===== config.mk =====
export PLATFORM = sky130hd
export DESIGN_NAME = branch_predict_unit_flat
export DESIGN_NICKNAME = d
export VERILOG_FILES = /design/src/rtl/branch_predict_unit_if.sv /design/src/rtl/branch_predict_unit.sv /design/src/flat_wrapper.sv
export SDC_FILE = /design/constraint.sdc
export NUM_CORES = 1
export LEC_CHECK = 0
export ABC_AREA = 0
export CAP_MARGIN = 20
export CORE_ASPECT_RATIO = 0.9
export CORE_MARGIN = 2
export CORE_UTILIZATION = 40
export CTS_BUF_LIST = sky130_fd_sc_hd__clkbuf_4 sky130_fd_sc_hd__clkbuf_8 sky130_fd_sc_hd__clkbuf_16
export DETAILED_ROUTE_END_ITERATION = 8
export GPL_TIMING_DRIVEN = 0
export RECOVER_POWER = 100
export SYNTH_ARGS = -nofsm -noshare
export SYNTH_HDL_FRONTEND = slang
export SYNTH_SLANG_ARGS = --single-unit
export TNS_END_PERCENT = 100

===== constraint.sdc =====
create_clock -name clk -period 5.2 [get_ports clk]
set_input_delay 1.04 -clock clk [delete_from_list [all_inputs] [get_ports clk]]
set_output_delay 1.04 -clock clk [all_outputs]
set_load 0.02 [all_outputs]

===== src/rtl/branch_predict_unit_if.sv =====
// -----------------------------------------------------------------------------
// branch_predict_unit_if
// Bundles the fetch-lookup and execute-resolve signals of the branch
// prediction unit.
//   master : drives f_pc and the ex_* resolve bus, receives the prediction,
//            the resolved-taken flag and the mispredict pulse.
//   slave  : the predictor itself.
// Optional macro BRANCH_STATS_EN adds the br_count / mis_count statistics.
// -----------------------------------------------------------------------------
interface branch_predict_unit_if #(
   parameter int PC_W  = 32,
   parameter int CNT_W = 32
);
   logic [PC_W-1:0]  f_pc;
   logic             f_pred_taken;
   logic             ex_valid;
   logic [PC_W-1:0]  ex_pc;
   logic [2:0]       ex_type;
   logic             ex_zero;
   logic             ex_lt;
   logic             ex_pred_taken;
   logic             jump_flag;
   logic             mispredict;
`ifdef BRANCH_STATS_EN
   logic [CNT_W-1:0] br_count;
   logic [CNT_W-1:0] mis_count;
`endif

   modport master (
      output f_pc, ex_valid, ex_pc, ex_type, ex_zero, ex_lt, ex_pred_taken,
`ifdef BRANCH_STATS_EN
      input  br_count, mis_count,
`endif
      input  f_pred_taken, jump_flag, mispredict
   );

   modport slave (
      input  f_pc, ex_valid, ex_pc, ex_type, ex_zero, ex_lt, ex_pred_taken,
`ifdef BRANCH_STATS_EN
      output br_count, mis_count,
`endif
      output f_pred_taken, jump_flag, mispredict
   );
endinterface


===== src/rtl/branch_predict_unit.sv =====
// -----------------------------------------------------------------------------
// branch_predict_unit
// Bimodal branch predictor: 2^IDX_W two-bit saturating counters indexed by
// pc[IDX_W+1:2]. Fetch gets a combinational prediction; execute resolves the
// branch, trains the table and raises a registered mispredict flush pulse.
// Ports:
//   clk      : clock, rising edge
//   rst_n    : asynchronous active-low reset
//   bus_io   : branch_predict_unit_if.slave (f_pc, f_pred_taken, ex_valid,
//              ex_pc, ex_type, ex_zero, ex_lt, ex_pred_taken, jump_flag,
//              mispredict, and br_count/mis_count when BRANCH_STATS_EN)
// Optional macro BRANCH_STATS_EN enables the branch / mispredict counters.
// -----------------------------------------------------------------------------
module branch_predict_unit #(
   parameter int PC_W  = 32,
   parameter int IDX_W = 6,
   parameter int CNT_W = 32
) (
   input  logic                  clk,
   input  logic                  rst_n,
   branch_predict_unit_if.slave  bus_io
);
   localparam int DEPTH = 1 << IDX_W;

   typedef enum logic [2:0] {
      T_NONE = 3'd0, T_BEQ = 3'd1, T_BNE = 3'd2, T_BLT = 3'd3,
      T_BGE  = 3'd4, T_BLTU = 3'd5, T_BGEU = 3'd6, T_JUMP = 3'd7
   } br_type_e;

   logic [1:0]       table_q [DEPTH];
   logic             jump_q;
   logic             mis_q;

   logic [IDX_W-1:0] f_idx;
   logic [IDX_W-1:0] ex_idx;
   logic             taken_d;
   logic             is_cond_d;
   logic             mis_cause_d;
   logic [1:0]       cnt_cur;
   logic [1:0]       cnt_d;

   assign f_idx  = bus_io.f_pc[IDX_W+1:2];
   assign ex_idx = bus_io.ex_pc[IDX_W+1:2];

   // Lookup sees the registered table only, so a same-cycle update to the
   // same index is not forwarded.
   assign bus_io.f_pred_taken = table_q[f_idx][1];

   always_comb begin
      taken_d   = 1'b0;
      is_cond_d = 1'b1;
      case (br_type_e'(bus_io.ex_type))
         T_BEQ:           taken_d = bus_io.ex_zero;
         T_BNE:           taken_d = ~bus_io.ex_zero;
         T_BLT, T_BLTU:   taken_d = bus_io.ex_lt;
         T_BGE, T_BGEU:   taken_d = ~bus_io.ex_lt;
         T_JUMP: begin
            taken_d   = 1'b1;
            is_cond_d = 1'b0;
         end
         default: begin
            taken_d   = 1'b0;
            is_cond_d = 1'b0;
         end
      endcase
   end

   // Type 0 is "not a control-flow instruction" and can never mispredict.
   assign mis_cause_d = bus_io.ex_valid && (bus_io.ex_type != 3'd0) &&
                        (taken_d != bus_io.ex_pred_taken);

   always_comb begin
      cnt_cur = table_q[ex_idx];
      cnt_d   = cnt_cur;
      if (taken_d) begin
         if (cnt_cur != 2'b11) cnt_d = cnt_cur + 2'd1;
      end else begin
         if (cnt_cur != 2'b00) cnt_d = cnt_cur - 2'd1;
      end
   end

   always_ff @(posedge clk or negedge rst_n) begin
      if (!rst_n) begin
         for (int i = 0; i < DEPTH; i++) table_q[i] <= 2'b01;
         jump_q <= 1'b0;
         mis_q  <= 1'b0;
      end else begin
         if (bus_io.ex_valid && is_cond_d) table_q[ex_idx] <= cnt_d;
         jump_q <= bus_io.ex_valid & taken_d;
         mis_q  <= mis_cause_d;
      end
   end

   assign bus_io.jump_flag  = jump_q;
   assign bus_io.mispredict = mis_q;

`ifdef BRANCH_STATS_EN
   logic [CNT_W-1:0] br_cnt_q;
   logic [CNT_W-1:0] mis_cnt_q;

   // Counters wrap naturally at 2^CNT_W.
   always_ff @(posedge clk or negedge rst_n) begin
      if (!rst_n) begin
         br_cnt_q  <= '0;
         mis_cnt_q <= '0;
      end else begin
         if (bus_io.ex_valid && (bus_io.ex_type != 3'd0)) br_cnt_q <= br_cnt_q + 1'b1;
         if (mis_cause_d) mis_cnt_q <= mis_cnt_q + 1'b1;
      end
   end

   assign bus_io.br_count  = br_cnt_q;
   assign bus_io.mis_count = mis_cnt_q;
`endif
endmodule


===== src/flat_wrapper.sv =====
// flat-port wrapper written by rule: the top's interface ports become plain ports
module branch_predict_unit_flat 
#(
   parameter int PC_W  = 32,
   parameter int IDX_W = 6,
   parameter int CNT_W = 32
)
  (clk, rst_n, bus_io_f_pc, bus_io_ex_valid, bus_io_ex_pc, bus_io_ex_type, bus_io_ex_zero, bus_io_ex_lt, bus_io_ex_pred_taken, bus_io_f_pred_taken, bus_io_jump_flag, bus_io_mispredict);
  branch_predict_unit_if #(.PC_W(PC_W), .CNT_W(CNT_W)) bus_io_i ();
  input  logic clk;
  input  logic rst_n;
  input wire logic [$bits(bus_io_i.f_pc)-1:0] bus_io_f_pc;
  input wire logic [$bits(bus_io_i.ex_valid)-1:0] bus_io_ex_valid;
  input wire logic [$bits(bus_io_i.ex_pc)-1:0] bus_io_ex_pc;
  input wire logic [$bits(bus_io_i.ex_type)-1:0] bus_io_ex_type;
  input wire logic [$bits(bus_io_i.ex_zero)-1:0] bus_io_ex_zero;
  input wire logic [$bits(bus_io_i.ex_lt)-1:0] bus_io_ex_lt;
  input wire logic [$bits(bus_io_i.ex_pred_taken)-1:0] bus_io_ex_pred_taken;
  output wire logic [$bits(bus_io_i.f_pred_taken)-1:0] bus_io_f_pred_taken;
  output wire logic [$bits(bus_io_i.jump_flag)-1:0] bus_io_jump_flag;
  output wire logic [$bits(bus_io_i.mispredict)-1:0] bus_io_mispredict;
  assign bus_io_i.f_pc = bus_io_f_pc;
  assign bus_io_i.ex_valid = bus_io_ex_valid;
  assign bus_io_i.ex_pc = bus_io_ex_pc;
  assign bus_io_i.ex_type = bus_io_ex_type;
  assign bus_io_i.ex_zero = bus_io_ex_zero;
  assign bus_io_i.ex_lt = bus_io_ex_lt;
  assign bus_io_i.ex_pred_taken = bus_io_ex_pred_taken;
  assign bus_io_f_pred_taken = bus_io_i.f_pred_taken;
  assign bus_io_jump_flag = bus_io_i.jump_flag;
  assign bus_io_mispredict = bus_io_i.mispredict;
  branch_predict_unit #(.PC_W(PC_W), .IDX_W(IDX_W), .CNT_W(CNT_W)) u_core (.clk(clk), .rst_n(rst_n), .bus_io(bus_io_i));
endmodule

==> results.sh, run 1 <==
export IMPL_status="finished with violations"
export IMPL_failed_checks="capacitance limit, slew limit"
export IMPL_relSlewSlack_pct=-97.5
export IMPL_syn_area_sq_mm=0.00709
export IMPL_fin_crit_ns=5.19
export IMPL_hp_class="flop to flop"
export IMPL_ant_nets=0
export IMPL_synth_seq_cells=130
export IMPL_critPathRequiredTime_ns=4.16
export IMPL_ioPinCount=76
export IMPL_grtUsageTotal_pct=23.1
export IMPL_die_x_um=144
export IMPL_power_mw=2.98
export IMPL_layout_drive_gt1_share_pct=50.0
export IMPL_cp_cell_sequence="clkbuf_1 > clkbuf_1 > mux4_2 > mux4_2 > mux4_2 > clkdlybuf4s50_1"
export IMPL_comb_power_share_pct=13.5
export IMPL_syn_avg_cell_area_sq_um=13.3
export IMPL_antenna_found_initial=0
export IMPL_async_flop_share_pct=100
export IMPL_cts_buffers=17
export IMPL_root_buffer="clkbuf_16"
export IMPL_r2r_cells=8
export IMPL_setup_viol=0
export IMPL_io_buffers=20
export IMPL_p_seq_share_pct=41.3
export IMPL_gp_congestion=1.06
export IMPL_drv_slew=54
export IMPL_p_sw_share_pct=25.0
export IMPL_synth_seq_area_share_pct=47.0
export IMPL_rows=46
export IMPL_netlist_instances=534
export IMPL_core_area_sq_mm=0.0175
export IMPL_path_class="primary input to output port"
export IMPL_p_switching_mw=0.746
export IMPL_drv_cap=1
export IMPL_die_area_sq_mm=0.0188
export IMPL_final_nets=648
export IMPL_worst_slack_ns=0.0148
export IMPL_path_clk_slew_ns=0.05
export IMPL_max_stage_delay_ns=0.69
export IMPL_reg2reg_setup_slack_ns=2.15
export IMPL_cts_resized=3
export IMPL_r2r_start="u_core.table_q[73]"
export IMPL_ir_drop_v=0.000226
export IMPL_post_cts_buffers=0
export IMPL_die_height_um=130
export IMPL_hold_depth=1
export IMPL_grt_max_degree=78
export IMPL_critPathLaunchType="primary input"
export IMPL_post_route_util_pct=46.8
export IMPL_hold_start="u_core.table_q[9]"
export IMPL_synth_ff_type="dfrtp_1"
export IMPL_rsz0062_at_grt="no"
export IMPL_wl_per_cell_um=24.9
export IMPL_crit_path_end_kind="output port"
export IMPL_area_growth_pct=15.5
export IMPL_worstMarginPinSlew_ns=2.96
export IMPL_slowest_stage="clkbuf_1"
export IMPL_dp_hpwl_mm=14.1
export IMPL_viasPerCell=5.88
export IMPL_drc_errors=0
export IMPL_first_pass_iters=5
export IMPL_cts_sinks=130
export IMPL_power_density_mw_per_mm2=364
export IMPL_hold_buffers=0
export IMPL_grt_pass1_wl_mm=31.2
export IMPL_synth_fp_nets=607
export IMPL_leakage_nw=3.39
export IMPL_cts_max_path_buffers=2
export IMPL_start_util_pct=40.5
export IMPL_grt_overflow_total=0
export IMPL_path_common_cell="mux4_2"
export IMPL_antenna_cells=0
export IMPL_ys_warn_count=0
export IMPL_finalWirelength_mm=20.6
export IMPL_path_max_fanout=10
export IMPL_power_frac_clock_pct=45.2
export IMPL_synth_edff_count=0
export IMPL_tritoncts="built"
export IMPL_final_common_cell="mux2_2"
export IMPL_clock_latency_ns=0.43
export IMPL_timing_rr_end="u_core.table_q[11]"
export IMPL_dp_slack_ns=-0.457
export IMPL_fin_crit_sh_pct=99.7
export IMPL_cts_htree_levels=4
export IMPL_vias=4869
export IMPL_hold_end="u_core.table_q[9]"
export IMPL_grt_pass1_vias=5067
export IMPL_arrival_ns=4.15
export IMPL_drt_iter0_markers=317
export IMPL_internal_power_mw=2.23
export IMPL_max_freq_ghz=0.193
export IMPL_finalHoldViolations=0
export IMPL_synth_distinct_cells=54
export IMPL_finClkSkew_ns=0.00800
export IMPL_layout_common_cells="mux2_2 (128), nor2_1 (70), dfrtp_1 (66)"
[critical path: cells and delay by family]
kind | cells | cell delay, ns
buf+inv | 3 | 1.67
mux | 3 | 1.43
[stage by stage]
stage | instance area, sq um | hold WS [ns] | setup TNS [ns] | std cells
floorplan | 7090 | 0.488 | 0 | 534
global placement | 7590 | 0.505 | -140.07 | 794
detailed placement | 7630 | 0.526 | -0.457 | 796
CTS | 8310 | 0.535 | 0 | 828
global route | 8190 | 0.549 | 0 | 828
finish | 8190 | 0.540 | 0 | 828
[power by group through the flow]
stage / Clock, mW / Combinational, mW / Sequential (mW)
finish: 1.35 / 0.403 / 1.23
global route: 1.41 / 0.429 / 1.24
CTS: 1.36 / 0.425 / 1.23
detailed placement: 0 / 0.423 / 1.24
global placement: 0 / 0.412 / 1.24
floorplan: 0 / 0.281 / 1.22
[final cells by class]
cell class	count	area (sq um)
Fill cell	1600	9310
Clock inverter	12	205
Inverter	2	7.51
Multi-Input combinational cell	367	3460
Clock buffer	20	460
Tap cell	240	300
Sequential cell	130	3330
Buffer	35	195
Timing Repair Buffer	22	229
[worst max-delay path by stage]
stage | from | endpoint
4_1_cts | bus_io_f_pc[3] | bus_io_f_pred_taken
2_1_floorplan | bus_io_f_pc[2] | bus_io_f_pred_taken
5_1_grt | bus_io_ex_pc[2] | u_core.table_q[11]
6_report | bus_io_f_pc[3] | bus_io_f_pred_taken
3_3_place_gp | rst_n | u_core.table_q[41]
3_5_place_dp | bus_io_f_pc[2] | bus_io_f_pred_taken
[cells by family after synthesis]
logic type,after synthesis,share of synthesized area (%)
flip-flops,130,47.0
adder cells (fa/ha/maj),2,0.388
multiplexers,180,34.5
buffers and inverters,37,3.81
AO/OA/AOI/OAI,42,4.64
AND/OR/NAND/NOR,142,9.53
XOR/XNOR,1,0.124
[cell usage after synthesis (2+ instances only)]
library cell / count / area share, %
o31ai_1: 2 / 0.21
dfrtp_1: 66 / 23
a221oi_1: 8 / 0.99
nor2_1: 70 / 3.7
nor3b_1: 4 / 0.42
o21ai_0: 3 / 0.21
and2_1: 2 / 0.18
nand3_1: 9 / 0.64
mux2_2: 128 / 20
buf_4: 2 / 0.21
mux2i_1: 14 / 2.0
a21oi_1: 5 / 0.35
a22oi_1: 7 / 0.74
o22ai_1: 3 / 0.26
nand2_1: 21 / 1.1
and3b_1: 2 / 0.25
nor3_1: 5 / 0.35
and3_1: 7 / 0.62
buf_1: 4 / 0.21
buf_2: 9 / 0.64
nand2b_1: 2 / 0.18
mux4_2: 36 / 11
nor2b_1: 4 / 0.35
nor4_1: 2 / 0.18
mux4_1: 2 / 0.74
buf_6: 15 / 2.4
clkbuf_1: 5 / 0.26
nand3b_1: 5 / 0.53
maj3_4: 2 / 0.39
o211ai_1: 2 / 0.21
dfstp_2: 64 / 24
or3_1: 2 / 0.18
[state kept, by name, summed over array words and instances, names as in the netlist]
| signal | flops |
|---|---|
| u_core.bus_io.jump_flag | 1 |
| u_core.table_q | 128 |
| u_core.bus_io.mispredict | 1 |
[metal layers]
layer,global-route usage (%),wire length (um),vias to the layer above
li1,-,-,2082
met1,30.8,8780,2520
met2,36.0,9700,220
met3,6.46,1600,47
met4,9.14,508,0
met5,0,0,-
Note: power is estimated with default switching activity, not from simulation.
==> run 2: changes to the inputs <==
--- a/config.mk
+++ b/config.mk
@@ -6,7 +6,7 @@
 export NUM_CORES = 1
 export LEC_CHECK = 0
 export ABC_AREA = 0
-export CAP_MARGIN = 20
+export CAP_MARGIN = 5
 export CORE_ASPECT_RATIO = 0.9
 export CORE_MARGIN = 2
 export CORE_UTILIZATION = 40
==> results of run 2 <==
No change in the layout: final DEF, timing and power equal those of run 1.
